## src/rtl/bs_pipe_shift_rotate.sv

```systemverilog
// bs_pipe_shift_rotate: pipelined rotate/logical/arithmetic barrel shifter, one log2 stage per register
module bs_pipe_shift_rotate #(
  parameter int WIDTH = 8,
  localparam int SHW = $clog2(WIDTH)
) (
  input  logic             i_clk,
  input  logic             i_rst,
  input  logic             i_valid,
  output logic             o_ready,
  input  logic [WIDTH-1:0] i_A,
  input  logic [SHW-1:0]   i_k,
  input  logic             i_left,
  input  logic [1:0]       i_mode,
  output logic             o_valid,
  input  logic             i_ready,
  output logic [WIDTH-1:0] o_Y
);
  logic             adv;
  logic             v_q  [SHW];
  logic [WIDTH-1:0] y_q  [SHW];
  logic [WIDTH-1:0] y_d  [SHW];
  logic [SHW-1:0]   k_q  [SHW-1];
  logic             l_q  [SHW-1];
  logic [1:0]       m_q  [SHW-1];
  logic             sg_q [SHW-1];

  // Arithmetic fill uses the sign captured at stage 0, not the partially shifted data.
  function automatic logic [WIDTH-1:0] stage_shift(input logic [WIDTH-1:0] d, input int n,
                                                   input logic left, input logic [1:0] mode,
                                                   input logic sgn);
    logic [WIDTH-1:0] r;
    logic             fb;
    r = '0;
    fb = !left && mode == 2'b10 && sgn;
    for (int i = 0; i < WIDTH; i++) begin
      if (left) r[i] = (i >= n || mode == 2'b00) ? d[(i - n + WIDTH) % WIDTH] : 1'b0;
      else      r[i] = (i + n < WIDTH || mode == 2'b00) ? d[(i + n) % WIDTH] : fb;
    end
    return r;
  endfunction

  assign adv     = !o_valid || i_ready;
  assign o_ready = adv;
  assign o_valid = v_q[SHW-1];
  assign o_Y     = y_q[SHW-1];

  always_comb begin
    y_d[0] = i_k[0] ? stage_shift(i_A, 1, i_left, i_mode, i_A[WIDTH-1]) : i_A;
    for (int s = 1; s < SHW; s++)
      y_d[s] = k_q[s-1][s] ? stage_shift(y_q[s-1], 1 << s, l_q[s-1], m_q[s-1], sg_q[s-1]) : y_q[s-1];
  end

  always_ff @(posedge i_clk) begin
    if (i_rst) begin
      for (int s = 0; s < SHW; s++) begin
        v_q[s] <= 1'b0;
        y_q[s] <= '0;
      end
      for (int s = 0; s < SHW - 1; s++) begin
        k_q[s]  <= '0;
        l_q[s]  <= 1'b0;
        m_q[s]  <= 2'b00;
        sg_q[s] <= 1'b0;
      end
    end else if (adv) begin
      v_q[0] <= i_valid;
      y_q[0] <= y_d[0];
      k_q[0]  <= i_k;
      l_q[0]  <= i_left;
      m_q[0]  <= i_mode;
      sg_q[0] <= i_A[WIDTH-1];
      for (int s = 1; s < SHW; s++) begin
        v_q[s] <= v_q[s-1];
        y_q[s] <= y_d[s];
      end
      for (int s = 1; s < SHW - 1; s++) begin
        k_q[s]  <= k_q[s-1];
        l_q[s]  <= l_q[s-1];
        m_q[s]  <= m_q[s-1];
        sg_q[s] <= sg_q[s-1];
      end
    end
  end
endmodule

```

## config.mk

```make
export PLATFORM = sky130hd
export DESIGN_NAME = bs_pipe_shift_rotate
export DESIGN_NICKNAME = d
export VERILOG_FILES = /design/src/rtl/bs_pipe_shift_rotate.sv
export SDC_FILE = /design/constraint.sdc
export NUM_CORES = 1
export LEC_CHECK = 0
export BUFFER_PORTS_ARGS = -buffer_cell sky130_fd_sc_hd__buf_2
export CORE_ASPECT_RATIO = 0.7
export CORE_UTILIZATION = 56
export DETAILED_ROUTE_END_ITERATION = 10
export PLACE_DENSITY = 0.86
export SLEW_MARGIN = 15
export SYNTH_ARGS = -nofsm -noshare
export SYNTH_HDL_FRONTEND = slang
export SYNTH_SLANG_ARGS = --single-unit
```

## constraint.sdc

```tcl
create_clock -name i_clk -period 1.77 [get_ports i_clk]
set_input_delay 0.354 -clock i_clk [delete_from_list [all_inputs] [get_ports i_clk]]
set_output_delay 0.354 -clock i_clk [all_outputs]
set_load 0.005 [all_outputs]
```

# Word-level counts from Yosys, hierarchy flattened
# Memories as Yosys holds them, arrays and structs flattened.
# Index checks and enable logic that the tools add are counted.
# op_classes
n_eq_ne,3
reduce_logical,14
mux,60
bitwise_logic,14
# ops
op,n
2-to-1 mux 1 bit,50
2-to-1 mux 8 bit,6
OR 1 bit,14
equality test 2 bit (second input constant),3
logical AND 1 bit,6
logical NOT 2 bit,3
2-to-1 mux 3 bit,2
logical NOT 1 bit,4
2-to-1 mux 2 bit,2
logical OR 1 bit,1
# totals
input_bits,18
register_bits,0
wordCells,97
ram_bits,41
output_inout_bits,10
n_memories,6
# mem_list
memory,words,word_bits,read_ports,rd_ports_with_merged_regs,write_ports,line_no,source
y_q,3,8,3,0,3,20,logic [WIDTH-1:0] y_q [SHW];
k_q,2,3,2,0,2,22,logic [SHW-1:0] k_q [SHW-1];
m_q,2,2,2,0,2,24,logic [1:0] m_q [SHW-1];
v_q,3,1,3,0,3,19,logic v_q [SHW];
l_q,2,1,2,0,2,23,logic l_q [SHW-1];
sg_q,2,1,2,0,2,25,logic sg_q [SHW-1];

# Logic depth before layout (Yosys ltp)
# Gate-level depths: netlist of run 1.
# logic_depth
depth_word,7
mapped_depth,4
depth_no_buf,3

# Least setup slack after synthesis of run 1
# No wires, ideal clock.
# synth_timing
path_type,register to register
from,"memory v_q[2][0], in the netlist v_q[0][2]"
to,"memory k_q[0][1] (netlist name), enable pin"
setup_slack_ns,0.304
setup_time_ns,0.378
arrival_ns,1.088
stages_incl_launch_ff,3
path_buffers,0
t_required_ns,1.392
period_less_slack_ns,1.466
cell_sequence,edfxtp_1 -> nand2b_4 -> or2_2
# synth_rtl
item,line_no
start: declaration,19
end: declaration,22

==> results.toml, run 1 <==
[global_route]
grt_pass1_wl_mm = 4.905
antenna_found_initial = 0
overflow = 0
grtUsageTotal = 0.1805
grt_start_max_net_pins = 39
grt_pass1_vias = 1123

[route]
ant_nets = 0
drt-total-wl_mm = 2.897
firstDrtPassIters = 4
routedWlPerCell_um = 12.99
detailroute.wirelength.met3_um = 142
dr.first_iter.drc_count = 28
vias = 1217
drcViolationCount = 0
routed_via_density = 5.457
dr.max_layer_used = "met4"
route.met2.wl_mm = 1.479
wl_met1_mm = 1.252

[floorplan]
die_area_sq_um = 3718
core_sq_um = 3233
start_util = 0.6018
rows = 17
die_height_um = 51.32
die_x_um = 72.45
ios = 28

[sta]
fin_crit_ns = 1.601
fin_setup_tns_ns = 0
tightest_slew_ns = 0.8185
drv_slew = 0
hold_viol_final = 0
fmax_mhz = 624.7
finalSetupViolations = 0
finalCritPeriodShare = 0.9044
rsz0062_at_grt = "false"
relSlewSlack = 0.4543
fin_skew_ns = 0.005693

[cells_and_area]
finalNetCount = 195
fill_cells = 253
drive_gt1_frac = 0.2216
antennaDiodeCount = 0
design_area_sq_um = 2090
area_growth_pct = 7.395

[cts]
clk_latency_ns = 0.28
hold_buffers = 0
root_buffer = "clkbuf_8"
cts_setup_buffers = 0
cts.clk_slew.worst_paths_ns = 0.07
ctsResizeCount = 0
clock_path_buffers = 2
cts_max_level = 2
cts_tree = "done"
numCtsBuffers = 5
cts.sinks = 38

[synthesis]
async_reset_ff_frac = 0
synth-edff-count = 38
ys.flop_type = "edfxtp_1"
ys_ff_latch = 38
avgSynthCellArea_sq_um = 12.16
syn-instance-count = 160
syn_nets = 178
yosys_warnings = 0
synth_cell_types = 26
synth_seq_area_share = 0.5865
netlist_area_sq_um = 1946

[critical_path]
worstPathCellList = "nand2b_4, or2_2"
crit_path_top_delay_cell = "or2_2"
cp.arrival_ns = 1.51
crit_buf_inv = 0
max_stage_delay_ns = 0.66
path_max_fanout = 38
worstPathRequired_ns = 1.68
worst_setup_path_start_kind = "flop"
critPathKind = "flop to flop"
crit_path_end_kind = "flop"
crit_family = "simple AND/OR/NAND/NOR gates"

[run_status]
status = "completed"

[placed_design]
place.detailed.hpwl_mm = 2.096
io_buffers = 27
gp_congestion = 0.8633
place_area_sq_um = 2017

[hold_path]
hp-class = "input port to flop"

[pwr]
p_leak_nw = 0.8304
max-vdd-ir-drop_mv = 0.3761
power.density_nw_per_um2 = 878.5

[flow_run]
maxCapViolCount = 0
[area by class of cell]
class	count	area (sq um)	area share
Multi-Input combinational cell	105	681.9	0.3263
Timing Repair Buffer	27	135.1	0.06467
Tap cell	47	58.81	0.02814
Clock buffer	5	68.82	0.03293
Sequential cell	38	1141	0.5461
Clock inverter	1	3.754	0.001796
[Yosys cell counts (all sizes together), types with 2 or more instances]
cell type   n  area [sq um]
clkbuf      2         10.01
nand2       8         30.03
buf        15         112.6
a311oi      5         43.79
and2       14         88.84
nor2b       2         20.02
a211oi     14         105.1
nor2       22         82.58
mux2i      11         110.1
edfxtp     38          1141
a21oi       4         20.02
nand3b      2         15.01
nand2b      9         71.32
nand3       7         35.03
[per-stage QoR]
step                      hold WS, ns  power, mW  utilization  cells  setup WS (ns)
after global placement         0.5028      1.325       0.6238    217         0.1759
after detailed placement       0.5124      1.340       0.6238    217         0.1469
after floorplan                0.4967      1.294            -    160         0.3039
after CTS                      0.3384      1.845       0.6463    223         0.1629
after global routing           0.3488      1.920       0.6463    223         0.1057
final                          0.3435      1.836       0.6463    223         0.1692
[worst reg2reg max path: stages, from the launching register on]
cell      delay [ns]
edfxtp_1        0.43
nand2b_4        0.12
or2_2           0.66
[where the power goes]
group	internal (mW)	leakage, nW	switching (mW)
logic	0.0951	0.347	0.103
registers	1.07	0.446	0.0512
clock network	0.256	0.0375	0.258
total	1.42	0.830	0.411
[sequential cells by signal, indices dropped and copies added, names as in the netlist]
signal and count:
y_q 24, m_q 4, k_q 3, v_q 3
l_q 2, sg_q 2
[metal layers]
| layer | track usage | vias up |
|---|---|---|
| li1 | - | 613 |
| met4 | 0.07516 | 0 |
| met2 | 0.3364 | 39 |
| met1 | 0.1831 | 563 |
| met3 | 0.06509 | 2 |
| met5 | 0 | - |
[path summary, 6_finish.rpt]
kind                  start  slack [ns]         to  depth (start not counted)
setup / recovery  v_q[0][2]        0.17  y_q[0][2]                          2
hold / removal      i_valid        0.34  v_q[0][0]                          2
setup reg to reg  v_q[0][2]        0.17  y_q[0][2]                          2
hold reg to reg   v_q[0][1]        0.53  v_q[0][2]                          1
[cell usage in the layout (no fill, tap or decap), drive strengths merged]
master / synthesis / layout
a211oi: 14 / 14
a21oi: 4 / 4
a311oi: 5 / 5
and2: 14 / 14
and4bb: 1 / 1
buf: 15 / 27
clkbuf: 2 / 5
clkinv: 0 / 1
edfxtp: 38 / 38
mux2i: 11 / 11
nand2: 8 / 8
nand2b: 9 / 9
nand3: 7 / 7
nand3b: 2 / 2
nor2: 22 / 22
nor2b: 2 / 2
nor3: 1 / 1
o21ai: 1 / 1
o21bai: 1 / 1
o311a: 1 / 1
o31a: 1 / 1
or2: 1 / 1
[kinds of logic (layout without fill, tap and decap cells)]
kind of cell	count (synthesis)	in the layout	synth area share
AO/OA/AOI/OAI	27	27	0.1029
buffers and inverters	17	33	0.06302
flip-flops	38	38	0.5865
multiplexers	11	11	0.05659
AND/OR/NAND/NOR	67	67	0.1910
Note: power is estimated with default switching activity, not from simulation.
==> inputs of run 2 (changes only) <==
--- a/config.mk
+++ b/config.mk
@@ -5,11 +5,13 @@
 export SDC_FILE = /design/constraint.sdc
 export NUM_CORES = 1
 export LEC_CHECK = 0
+export ABC_AREA = 1
+export ABC_CLOCK_PERIOD_IN_PS = 1750
 export BUFFER_PORTS_ARGS = -buffer_cell sky130_fd_sc_hd__buf_2
 export CORE_ASPECT_RATIO = 0.7
-export CORE_UTILIZATION = 56
+export CORE_UTILIZATION = 57
 export DETAILED_ROUTE_END_ITERATION = 10
-export PLACE_DENSITY = 0.86
+export PLACE_DENSITY = 0.87
 export SLEW_MARGIN = 15
 export SYNTH_ARGS = -nofsm -noshare
 export SYNTH_HDL_FRONTEND = slang
==> constraint.sdc (replaced) <==
create_clock -name i_clk -period 1.75 [get_ports i_clk]
set_input_delay 0.35 -clock i_clk [delete_from_list [all_inputs] [get_ports i_clk]]
set_output_delay 0.35 -clock i_clk [all_outputs]
set_load 0.005 [all_outputs]
==> run 2 against run 1 <==
Against the previous run: synthesized area grew 11%; non-clock buffer count grew 1; utilization shrank 0.23 points; clock skew is essentially flat; synthesized cell count grew 44%; final area grew 10%; critical path depth grew 3; first-iteration DRC count grew to 3.1 times the previous value; global-route usage grew 2.0 points; register-to-register slack gained 0.20 ns; critical endpoint is now y_q[0][11]; largest cell class unchanged.
==> results.toml, run 2 <==
[run_status]
status = "completed"

[cells_and_area]
stdcell_count = 300
area_growth_pct = 6.717
layout_common_cells = "42 x nand2_1, 41 x nor2_1, 38 x edfxtp_1, 27 x buf_2, 25 x inv_1"
drive_gt1_frac = 0.3120
final_common_cell = "nand2_1"
top_regs = "y_q (24), m_q (4)"
largest_register = "y_q"
fill_cells = 285
largest_register_ff_count = 24
finalNetCount = 268
fin_util = 0.6440
antennaDiodeCount = 0

[synthesis]
synth.largest_area_cell = "edfxtp_1"
async_reset_ff_frac = 0
netlist_area_sq_um = 2161
synth-edff-count = 38
synth_area_leaders = "edfxtp_1 53%, o21ai_2 8.1%, nand2_1 7.3%"
synth_cell_types = 19
yosysMostFrequentCell = "nand2_1"
synth_seq_area_share = 0.5281
synth_top_cells_by_count = "42 x nand2_1, 41 x nor2_1, 38 x edfxtp_1"
ys_ff_latch = 38
syn-instance-count = 231
avgSynthCellArea_sq_um = 9.354
yosys_warnings = 0
ys.flop_type = "edfxtp_1"
syn_nets = 249
synth_top_area_frac = 0.5281

[route]
routedWlPerCell_um = 10.67
routed_via_density = 4.883
drt-total-wl_mm = 3.202
firstDrtPassIters = 4
drcViolationCount = 0
dr.first_iter.drc_count = 86
vias = 1465
ant_nets = 0

[sta]
fmax_mhz = 723.9
finalCritPeriodShare = 0.7894
rsz0062_at_grt = "false"
fin_crit_ns = 1.381
fin_skew_ns = 0.005245
tightest_slew_ns = 0.5871
hold_slack_ns = 0.3590
hold_viol_final = 0
fin_setup_tns_ns = 0
finalSetupViolations = 0
relSlewSlack = 0.6086
drv_slew = 0

[critical_path]
critPathKind = "flop to flop"
worstPathRequired_ns = 1.79
path_max_fanout = 12
ff2ff_setup_slack_ns = 0.37
max_stage_delay_ns = 0.57
crit_family = "flip-flops"
worstPathCellList = "inv_1, nand2_1, nand2_1, a21oi_1, nor2_2"
crit_top_cell = "nand2_1"
crit_path_top_delay_cell = "edfxtp_1"
crit_path_end_kind = "flop"
crit_buf_inv = 1
cp.arrival_ns = 1.43
worst_setup_path_start_kind = "flop"

[floorplan]
die_height_um = 53.52
rows = 18
core_sq_um = 3581
ios = 28
start_util = 0.6034
die_x_um = 75.59
die_area_sq_um = 4045

[cts]
cts.sinks = 38
cts_tree = "done"
clock_path_buffers = 2
cts_setup_buffers = 0
cts_max_level = 2
ctsResizeCount = 0
cts.clk_slew.worst_paths_ns = 0.06
clk_latency_ns = 0.29
root_buffer = "clkbuf_8"
numCtsBuffers = 5
hold_buffers = 0

[pwr]
internal-power_mw = 1.475
power.density_nw_per_um2 = 850.6
max-vdd-ir-drop_mv = 0.4221
clock_power_share = 0.275
p_comb_frac = 0.136
p_leak_nw = 1.025
swShare = 0.2478
p_switching_uw = 486.0
p_seq_frac = 0.589

[placed_design]
gp_congestion = 0.8267
place.detailed.hpwl_mm = 2.232
io_buffers = 27
dp.cells = 293

[global_route]
grt_start_max_net_pins = 39
antenna_found_initial = 0
grt_pass1_wl_mm = 5.658
overflow = 0
grtUsageTotal = 0.2002
grt_pass1_vias = 1342

[hold_path]
hp-class = "input port to flop"

[flow_run]
maxCapViolCount = 0
==> run 2: cell types whose count changed after synthesis, moves of 5 or more <==
| cell | change |
|---|---|
| o21ai_0 | +5 |
| nor2_2 | +18 |
| nor2_1 | +19 |
| nand2b_1 | -7 |
| o21ai_2 | +20 |
| nand2_1 | +34 |
| nand3_1 | -5 |
| a311oi_1 | -5 |
| a211oi_1 | -14 |
| and2_1 | -13 |
| a21oi_1 | +11 |
| inv_1 | +25 |
| mux2i_1 | -11 |
==> run 2: final timing paths <==
path / end / cells past startpoint / start
setup / recovery: y_q[0][11] / 5 / l_q[0][0]
hold / removal: k_q[0][1] / 3 / i_k[1]
setup reg to reg: y_q[0][11] / 5 / l_q[0][0]
hold reg to reg: v_q[0][1] / 2 / v_q[0][0]
==> run 2: cell type report <==
| class | count | area (sq um) | share of cell area |
|---|---|---|---|
| sequential | 38 | 1141 | 0.4948 |
| clock buffer | 7 | 76.32 | 0.03310 |
| multi-input combinational | 148 | 754.5 | 0.3272 |
| inverter | 29 | 116.4 | 0.05046 |
| timing repair buffer | 28 | 155.1 | 0.06728 |
| tap | 50 | 62.56 | 0.02713 |
==> run 2: cell families (layout without fill, tap and decap cells) <==
kind of cell / after synthesis / after routing / share of synthesized area
simple gates: 107 / 107 / 0.2171
buf+inv: 45 / 64 / 0.1251
compound gates: 41 / 41 / 0.1297
flops: 38 / 38 / 0.5281
==> run 2: worst min-delay path, cell delays in order <==
cell and delay (ns):
buf_2 0.07, inv_1 0.03, nor2_1 0.08
==> run 2: stage by stage <==
stage | total power, mW | area (sq um) | worst slack [ns]
after floorplan | 1.403 | 2166 | 0.2959
after CTS | 1.981 | 2306 | 0.3773
after global placement | 1.433 | 2230 | 0.4256
after global routing | 2.069 | 2306 | 0.2540
after detailed placement | 1.442 | 2230 | 0.3827
final | 1.961 | 2306 | 0.3686
==> run 2: power by group through the flow <==
stage / Combinational [mW] / Clock (mW) / Sequential, mW
final: 0.267 / 0.540 / 1.16
after global routing: 0.311 / 0.592 / 1.17
after CTS: 0.269 / 0.558 / 1.15
after detailed placement: 0.268 / 0 / 1.17
after global placement: 0.262 / 0 / 1.17
after floorplan: 0.256 / 0 / 1.15
==> run 2: routing by layer <==
layer | routed length [um] | vias up | global-route usage | part of all wire
met2 | 1484 | 32 | 0.3363 | 0.46
met1 | 1503 | 647 | 0.2310 | 0.47
li1 | - | 779 | - | -
met4 | 69 | 0 | 0.09877 | 0.022
met3 | 144 | 7 | 0.06857 | 0.045
met5 | 0 | - | 0 | 0
==> inputs of run 3 (changes only) <==
--- a/config.mk
+++ b/config.mk
@@ -5,13 +5,13 @@
 export SDC_FILE = /design/constraint.sdc
 export NUM_CORES = 1
 export LEC_CHECK = 0
-export ABC_AREA = 1
-export ABC_CLOCK_PERIOD_IN_PS = 1750
+export ABC_AREA = 0
+export ABC_CLOCK_PERIOD_IN_PS = 1150
 export BUFFER_PORTS_ARGS = -buffer_cell sky130_fd_sc_hd__buf_2
 export CORE_ASPECT_RATIO = 0.7
-export CORE_UTILIZATION = 57
+export CORE_UTILIZATION = 51
 export DETAILED_ROUTE_END_ITERATION = 10
-export PLACE_DENSITY = 0.87
+export PLACE_DENSITY = 0.83
 export SLEW_MARGIN = 15
 export SYNTH_ARGS = -nofsm -noshare
 export SYNTH_HDL_FRONTEND = slang
==> constraint.sdc (replaced) <==
create_clock -name i_clk -period 1.15 [get_ports i_clk]
set_input_delay 0.23 -clock i_clk [delete_from_list [all_inputs] [get_ports i_clk]]
set_output_delay 0.23 -clock i_clk [all_outputs]
set_load 0.005 [all_outputs]
==> run 3 against run 2 <==
Against the previous run: the flow now finishes with violations (negative setup slack); utilization is 3.2 points higher; clock power is 96% higher; register-to-register slack worse by 0.47 ns; first-iteration DRC count is 55% lower; clock-buffer cell count stayed put; non-clock buffer count is 9 higher; clock skew is 0.0048 ns higher; via count is 12% lower.
==> results.toml, run 3 (synthesized netlist as in run 1, its figures left out) <==
[sta]
fmax_mhz = 788.8
hold_viol_final = 0
rsz0062_at_grt = "true"
finalSetupViolations = 56
hold_slack_ns = 0.2182
setup_ws_ns = -0.1177
fin_crit_ns = 1.268
relSlewSlack = 0.7928
drv_slew = 0
fin_skew_ns = 0.01005
tightest_slew_ns = 0.3107
finalCritPeriodShare = 1.102

[pwr]
p_leak_nw = 0.9539
power.density_nw_per_um2 = 1336
max-vdd-ir-drop_mv = 1.456

[route]
dr.first_iter.drc_count = 39
routed_via_density = 5.351
vias = 1295
routedWlPerCell_um = 14.73
drcViolationCount = 0
firstDrtPassIters = 4
ant_nets = 0
drt-total-wl_mm = 3.564

[cts]
numCtsBuffers = 5
root_buffer = "clkbuf_8"
cts.sinks = 38
cts_tree = "done"
cts.clk_slew.worst_paths_ns = 0.07
hold_buffers = 0
clk_latency_ns = 0.28
clock_path_buffers = 2
cts_max_level = 2

[floorplan]
die_height_um = 53.68
die_x_um = 75.83
rows = 18
die_area_sq_um = 4070
ios = 28
start_util = 0.5433
core_sq_um = 3581

[cells_and_area]
top_regs = "y_q (24), m_q (4)"
largest_register = "y_q"
layout_common_cells = "38 x edfxtp_1, 26 x buf_2, 21 x nor2_1, 14 x a211oi_2, 13 x and2_1"
finalNetCount = 209
area_growth_pct = 24.50
final_common_cell = "edfxtp_1"
antennaDiodeCount = 0
stdcell_count = 242
largest_register_ff_count = 24
drive_gt1_frac = 0.4271
fin_util = 0.6765

[placed_design]
place.detailed.hpwl_mm = 2.060
dp.cells = 225
io_buffers = 27
gp_congestion = 0.8584
post-place-ws_ns = -0.1553

[critical_path]
crit_start = "v_q[0][2]"
path_max_fanout = 6
crit_end = "o_ready"
worstPathRequired_ns = 0.92
crit_path_end_kind = "output port"
reg2reg_to = "y_q[0][15]"
regToRegStartpoint = "l_q[0][0]"
critPathKind = "flop to output port"
ff2ff_setup_slack_ns = -0.10
cp.arrival_ns = 1.04
worstRegToRegCells = 3
worst_setup_path_start_kind = "flop"

[global_route]
antenna_found_initial = 0
grt_pass1_wl_mm = 5.278
overflow = 0
grt_start_max_net_pins = 39
grt_pass1_vias = 1163
grtUsageTotal = 0.1855

[hold_path]
hold_start = "i_valid"
hp-class = "input port to flop"

[flow_run]
maxCapViolCount = 0

[run_status]
violations = "negative setup slack"
status = "finished, violations left"
==> run 3: changes by cell type in the layout (fill, tap and decap cells not counted), moves of 9 or more <==
cell	delta
a21oi_1	-13
nor2_2	-18
o21ai_2	-20
inv_1	-25
mux2i_1	+9
and2_1	+13
nand2_1	-34
nor2_1	-20
a211oi_2	+14
==> run 3: area by class of cell <==
type	instances	area, sq um
repair buffers	37	231.5
clock inverters	1	30.03
well taps	50	62.56
multi-input cells	109	880.8
flip-flops and latches	38	1141
fillers	260	1159
clock buffers	7	76.32
==> run 3: how the worst min path moves through the flow <==
stage / end / depth (start not counted)
floorplan: k_q[0][1] / 1
global placement: v_q[0][2] / 1
detailed placement: v_q[0][0] / 2
CTS: v_q[0][0] / 2
global route: k_q[0][1] / 2
finish: v_q[0][0] / 2
==> run 3: metrics by stage <==
stage | cell area, sq um | TNS [ns] | power (mW)
after floorplan | 1958 | -4.462 | 1.997
after CTS | 2266 | -9.139 | 3.172
final | 2422 | -3.625 | 3.235
after global placement | 2062 | -5.282 | 2.053
after global routing | 2422 | -8.166 | 3.347
after detailed placement | 2062 | -7.373 | 2.072
==> run 3: power by group <==
part | leakage, nW | internal [mW] | total [mW] | switching (mW)
logic | 0.456 | 0.218 | 0.458 | 0.240
clock network | 0.0524 | 0.648 | 1.06 | 0.410
registers | 0.446 | 1.65 | 1.72 | 0.0683
==> run 3: critical path, stage by stage (launching register included) <==
cell and delay, ns:
edfxtp_1 0.42, nand2b_4 0.11, buf_8 0.13, buf_6 0.09
==> run 3: repair_timing <==
item	in CTS	in global routing
resized for setup	14	26
setup buffers	1	3
hold endpoints to repair	0	0
cloned	3	2
pin swaps	3	7
setup endpoints to repair	74	77
==> run 3: layer usage <==
| metal | global-route usage | vias up | share of wire |
|---|---|---|---|
| met4 | 0.08642 | 0 | 0.012 |
| met1 | 0.2078 | 608 | 0.43 |
| met2 | 0.3319 | 35 | 0.52 |
| met3 | 0.05056 | 4 | 0.040 |
| li1 | - | 648 | - |
| met5 | 0 | - | 0 |
